<file path="src/rtl/frame_scan_controller.sv">
// Raster frame sequencer: walks row/col over one frame on a source/sink handshake,
// inserts optional per-line blanking, flags frame boundaries and counts finished frames.
module frame_scan_controller #(
  parameter int WIDTH  = 640,
  parameter int HEIGHT = 480,
  parameter int HBLANK = 0,
  parameter int CW     = 13
) (
  input  logic          clk,
  input  logic          reset_n,
  input  logic          start,
  input  logic          continuous,
  input  logic          abort,
  input  logic          src_valid,
  input  logic          snk_ready,
  output logic          pix_en,
  output logic [CW-1:0] row,
  output logic [CW-1:0] col,
  output logic          sof,
  output logic          eol,
  output logic          eof,
  output logic          busy,
  output logic          done,
  output logic [15:0]   frame_cnt
);

  localparam int BW = (HBLANK < 2) ? 1 : $clog2(HBLANK);
  localparam logic [CW-1:0] COL_LAST = CW'(WIDTH - 1);
  localparam logic [CW-1:0] ROW_LAST = CW'(HEIGHT - 1);
  localparam logic [BW-1:0] HB_LAST  = BW'((HBLANK > 0) ? HBLANK - 1 : 0);

  typedef enum logic [1:0] {
    S_IDLE,
    S_ACTIVE,
    S_HBLANK,
    S_DONE
  } state_t;

  state_t        state_reg;
  logic [CW-1:0] row_reg;
  logic [CW-1:0] col_reg;
  logic [BW-1:0] blank_reg;
  logic [15:0]   frame_cnt_reg;
  logic          done_reg;

  logic is_active;
  logic col_last;
  logic row_last;

  assign is_active = (state_reg == S_ACTIVE);
  assign col_last  = (col_reg == COL_LAST);
  assign row_last  = (row_reg == ROW_LAST);

  assign pix_en    = is_active & src_valid & snk_ready;
  assign row       = row_reg;
  assign col       = col_reg;
  assign sof       = is_active & (row_reg == '0) & (col_reg == '0);
  assign eol       = is_active & col_last;
  assign eof       = is_active & col_last & row_last;
  assign busy      = (state_reg != S_IDLE);
  assign done      = done_reg;
  assign frame_cnt = frame_cnt_reg;

  always_ff @(posedge clk) begin
    if (!reset_n) begin
      state_reg     <= S_IDLE;
      row_reg       <= '0;
      col_reg       <= '0;
      blank_reg     <= '0;
      frame_cnt_reg <= '0;
      done_reg      <= 1'b0;
    end else begin
      done_reg <= 1'b0;
      if (abort) begin
        // Abort discards the frame even if its last pixel transfers this cycle.
        state_reg <= S_IDLE;
        row_reg   <= '0;
        col_reg   <= '0;
        blank_reg <= '0;
      end else begin
        case (state_reg)
          S_IDLE: begin
            if (start) begin
              state_reg <= S_ACTIVE;
              row_reg   <= '0;
              col_reg   <= '0;
            end
          end
          S_ACTIVE: begin
            if (pix_en) begin
              if (!col_last) begin
                col_reg <= col_reg + 1'b1;
              end else if (!row_last) begin
                col_reg <= '0;
                row_reg <= row_reg + 1'b1;
                if (HBLANK > 0) begin
                  state_reg <= S_HBLANK;
                  blank_reg <= '0;
                end
              end else begin
                col_reg       <= '0;
                row_reg       <= '0;
                frame_cnt_reg <= frame_cnt_reg + 16'd1;
                done_reg      <= 1'b1;
                state_reg     <= S_DONE;
              end
            end
          end
          S_HBLANK: begin
            if (blank_reg == HB_LAST) begin
              state_reg <= S_ACTIVE;
              blank_reg <= '0;
            end else begin
              blank_reg <= blank_reg + 1'b1;
            end
          end
          S_DONE: begin
            state_reg <= continuous ? S_ACTIVE : S_IDLE;
          end
          default: state_reg <= S_IDLE;
        endcase
      end
    end
  end

endmodule

</file>
<file path="config.mk">
export PLATFORM = sky130hd
export DESIGN_NAME = frame_scan_controller
export DESIGN_NICKNAME = d
export VERILOG_FILES = /design/src/rtl/frame_scan_controller.sv
export SDC_FILE = /design/constraint.sdc
export NUM_CORES = 1
export LEC_CHECK = 0
export ABC_AREA = 0
export CAP_MARGIN = 0
export CORE_ASPECT_RATIO = 1.1
export CORE_MARGIN = 8
export CORE_UTILIZATION = 25
export CTS_CLUSTER_SIZE = 12
export DETAILED_ROUTE_END_ITERATION = 7
export PLACE_DENSITY = 0.55
export SYNTH_ARGS = -nofsm -noshare
export SYNTH_HDL_FRONTEND = slang
export SYNTH_SLANG_ARGS = --single-unit
</file>
<file path="constraint.sdc">
create_clock -name clk -period 6.1 [get_ports clk]
set_input_delay 0.61 -clock clk [delete_from_list [all_inputs] [get_ports clk]]
set_output_delay 0.61 -clock clk [all_outputs]
set_load 0.05 [all_outputs]
</file>
Word level (Yosys, flattened, before mapping)
Cells that the tools add are included.
- $add $sub $neg: 4
- eq/ne operators: 10
- muxes and demuxes: 17
- bitwise gates (word level): 11
- reduce and logical (&&, ||, !) cells: 11
- operator list (operator ; count):
    13-bit 2-to-1 mux ; 6
    13-bit case mux with 2 select lines ; 2
    13-bit by 1-bit adder with 13-bit output (second input constant) ; 2
    13-bit logical NOT ; 2
    16-bit by 1-bit adder with 16-bit output (second input constant) ; 1
    13-bit by 10-bit == test with 1-bit output (second input constant) ; 1
    13-bit by 9-bit == test with 1-bit output (second input constant) ; 1
    2-bit 2-to-1 mux ; 5
    5-bit AND reduction ; 2
    2-bit case mux with 4 select lines ; 1
    1-bit bitwise AND ; 6
    2-bit != test (second input constant) ; 3
    1-bit NOT ; 5
    5-bit OR reduction ; 1
    2-bit == test (second input constant) ; 2
    2-bit by 1-bit != test with 1-bit output (second input constant) ; 2
    4-bit AND reduction ; 1
    2-bit nonzero test ; 2
    1-bit 2-to-1 mux ; 3
    3-bit AND reduction ; 1
    2-bit by 1-bit == test with 1-bit output (second input constant) ; 1
    2-bit logical NOT ; 1
    2-bit OR reduction ; 1
    1-bit adder (second input constant) ; 1
- flip-flop bits (word level): 46
- input port bits: 7
- output and inout port bits: 48
- word-level logic and storage cells: 59

Depth between registers and ports, before layout
- depth after elaboration: 5
- gate-level depth with buffers: 8
- depth with buffers taken out: 7

Worst setup path before layout
No wires, ideal clock.
- path type: register -> output
- from: register col_reg[7] (netlist: col[7])
- to: output port sof
- arrival time: 2827 ps
- data required time: 5490 ps
- path slack: 2663 ps
- stages on the path, launching flop included: 4
- path buffers: 0
- cells stage by stage: dfxtp_1 -> or4_4 -> or4_2 -> nor3_1
- word-level cells in the longest chain between the ends: 2
- RTL lines (what ; RTL line ; text):
    start: declaration ; 41 ; logic [CW-1:0] col_reg;
    start signal: assignment ; 92 ; col_reg <= col_reg + 1'b1;
    13-bit logical NOT ; 57 ; assign sof = is_active & (row_reg == '0) & (col_reg == '0);
    1-bit bitwise AND ; 57 ;
    end: declaration ; 19 ; output logic sof,
Every way passes these cells.

Worst setup path after layout
- from: register state_reg[0]
- to: output port sof
- word-level cells in the longest chain between the ends: 3
- RTL lines (what ; RTL line ; text):
    start: declaration ; 39 ; state_t state_reg;
    start signal: assignment ; 118 ; state_reg <= continuous ? S_ACTIVE : S_IDLE;
    2-bit by 1-bit == test with 1-bit output ; 50 ; assign is_active = (state_reg == S_ACTIVE);
    1-bit bitwise AND (2 in series) ; 57 ;
Every way passes these cells.

==> impl_metrics.toml <==
[final_layout]
fin_util_pct = 33.4
antenna_cells = 0
syn2layout_area_growth_pct = 31.1
drive_gt1_share_pct = 4.87
final_common_cell = "clkdlybuf4s50_1"
mostFrequentLayoutCells = "clkdlybuf4s50_1, dfxtp_1, nor2_1, nand2_1, a21oi_1"
nNetsFinal = 360
largest_register_ffs = 16

[clocking]
numCtsBuffers = 5
cts_sinks = 45
clkTransAtPathRegs_ns = 0.08
clock_latency_ns = 0.30
clockBufferDepth = 2
cts_tree = "done"
post_cts_buffers = 0
root_buffer = "clkbuf_8"
cts_resized = 0
cts.hold.buffers_added = 0
htreeDepth = 2

[global_routing]
grt_max_degree = 17
grt_overflow_total = 0
grt_pass1_wl_um = 11800
antenna_found_initial = 0
gr-usage-all-layers_pct = 11.2
grt_pass1_vias = 2330

[worst_setup_path]
worstSetupPathType = "reg -> out"
worstPathRequired_ns = 5.49
cp_num_cells = 4
path_max_fanout = 12
critPathArrivalTime_ns = 3.00
start_kind = "flop"
cp.buffers_inverters = 1
cp_cell_sequence = "or3b_2 > or4_2 > nor3_1 > clkdlybuf4s50_1"
r2r_cells = 5
crit_family = "simple AND/OR/NAND/NOR gates"
endpoint_kind = "output pin"
worst_path_max_delay_cell = "clkdlybuf4s50_1"
cp_slowest_stage_delay_ns = 0.85

[outcome]
run_status = "finished clean"

[sta]
finalSetupTns_ns = 0
fin_crit_sh_pct = 59.2
worst_clock_skew_ns = 0.00823
min_period_ns = 3.61
worst_pin_slew_ns = 0.706
rsz0062_at_grt = "no"
fmax_ghz = 0.277
hold_viol_final = 0
hold_slack_ns = 0.498
final-setup-viol-count = 0
slew_headroom_pct = 52.7
slew_violations = 0

[floorplanning]
core-area_um2 = 9260
die_y_um = 118
ios = 55
initial_core_util_pct = 25.5
rows = 37
die_area_um2 = 12800
dieWidth_um = 109

[power]
switching_share_pct = 24.2
p_comb_share_pct = 6.7
power.density_nw_per_um2 = 165
peakVddDrop_mv = 0.0813
power_leakage_nw = 0.996
p_clk_share_pct = 35.6
seqPwrFrac_pct = 57.7
power.internal_uw = 388
p_sw_uw = 124

[hold_path]
hold_path.class = "reg -> reg"
hold_path_depth = 2

[logic_synthesis]
syn_nets = 309
synthCells = 297
yosysWarnings = 0
syn_avg_cell_area_um2 = 7.95
yosysUniqueCellTypes = 45
ys_ff_latch = 45
seq_area_frac_synth_pct = 38.2
synth_area_um2 = 2360

[detailed_routing]
drt-initial-drc-count = 82
ant_nets = 0
via_count = 2378
vias_per_cell = 5.10
drt-pass1-iter-count = 4
drcViolationCount = 0
drt_wl_total_um = 7110
wire_per_inst_um = 15.3

[placement]
gp_congestion = 0.836
dp_hpwl_um = 5330
place.port_buffers = 54

[run]
drv_cap = 0
## power groups by stage
| stage | clock [mW] | combinational, mW | sequential [mW] |
|---|---|---|---|
| 6_report | 0.182 | 0.0341 | 0.295 |
| 5_1_grt | 0.204 | 0.0380 | 0.296 |
| 4_1_cts | 0.192 | 0.0343 | 0.295 |
| 3_5_place_dp | 0 | 0.0340 | 0.302 |
| 3_3_place_gp | 0 | 0.0346 | 0.302 |
| 2_1_floorplan | 0 | 0.0204 | 0.303 |
## synth_stat cells, drive strengths merged
cell / instances / area, µm²
a211o: 1 / 8.76
a211oi: 4 / 30.0
a21o: 2 / 15.0
a21oi: 25 / 125
a31oi: 2 / 12.5
a41oi: 1 / 8.76
and2: 3 / 18.8
and3: 10 / 63.8
and4: 2 / 17.5
and4b: 1 / 10.0
clkbuf: 11 / 41.3
dfxtp: 45 / 901
ha: 5 / 62.6
inv: 12 / 45.0
mux2i: 3 / 30.0
nand2: 27 / 101
nand2b: 4 / 25.0
nand3: 17 / 85.1
nand4: 8 / 50.1
nand4bb: 1 / 11.3
nor2: 30 / 113
nor3: 7 / 35.0
nor3b: 1 / 7.51
nor4: 6 / 52.6
nor4b: 1 / 8.76
o211a: 1 / 10.0
o211ai: 3 / 22.5
o21ai: 19 / 95.1
o22ai: 1 / 6.26
o311a: 1 / 10.0
o31ai: 1 / 7.51
o32ai: 2 / 17.5
or2: 1 / 6.26
or3: 16 / 105
or3b: 2 / 17.5
or4: 11 / 96.3
xnor2: 9 / 78.8
xor2: 1 / 8.76
## tightest hold or removal path: cells and delay by family (launching register included)
family             cells  cell delay [ns]
DFF                    1             0.33
AOI/OAI and AO/OA      2             0.12
## stage by stage
step / power [mW] / cell area [µm²] / std cells / worst slack [ns]
2_1_floorplan: 0.323 / 2360 / 297 / 2.66
3_3_place_gp: 0.337 / 3010 / 458 / 2.83
3_5_place_dp: 0.336 / 3010 / 458 / 2.82
4_1_cts: 0.522 / 3090 / 466 / 2.48
5_1_grt: 0.537 / 3090 / 466 / 2.36
6_report: 0.511 / 3090 / 466 / 2.49
## layer usage
metal / wire length (µm) / global-route usage (%) / part of all wire, %
met1: 3090 / 13.2 / 43
met4: 91 / 2.74 / 1.3
met3: 579 / 4.11 / 8.1
met5: 0 / 0 / 0
met2: 3350 / 18.6 / 47
## path summary, 6_finish.rpt
path,slack (ns),to,start
worst max-delay path,2.49,sof,state_reg[0]$_SDFFE_PP0P_
worst min-delay path,0.50,frame_cnt[15]$_SDFFE_PN0P_,frame_cnt[15]$_SDFFE_PN0P_
worst max register to register,3.14,frame_cnt[15]$_SDFFE_PN0P_,row[5]$_SDFFE_PP0P_
worst min register to register,0.50,frame_cnt[15]$_SDFFE_PN0P_,frame_cnt[15]$_SDFFE_PN0P_
## final cells by class
type | count | area (µm²)
sequential | 45 | 901
multi-input combinational | 229 | 1370
clock buffer | 8 | 80.1
inverter | 12 | 45.0
timing repair buffer | 55 | 548
tap | 117 | 146
fill | 1034 | 6160
## cells by family after synthesis
| family | share of synthesized area (%) |
|---|---|
| muxes | 1.27 |
| xor gates and xnor gates | 3.71 |
| and+or+nand+nor | 34.9 |
| AOI/OAI and AO/OA | 15.6 |
| DFF | 38.2 |
| adders and majority gates | 2.65 |
| buffers and inverters | 3.66 |
Note: power is estimated with default switching activity, not from simulation.
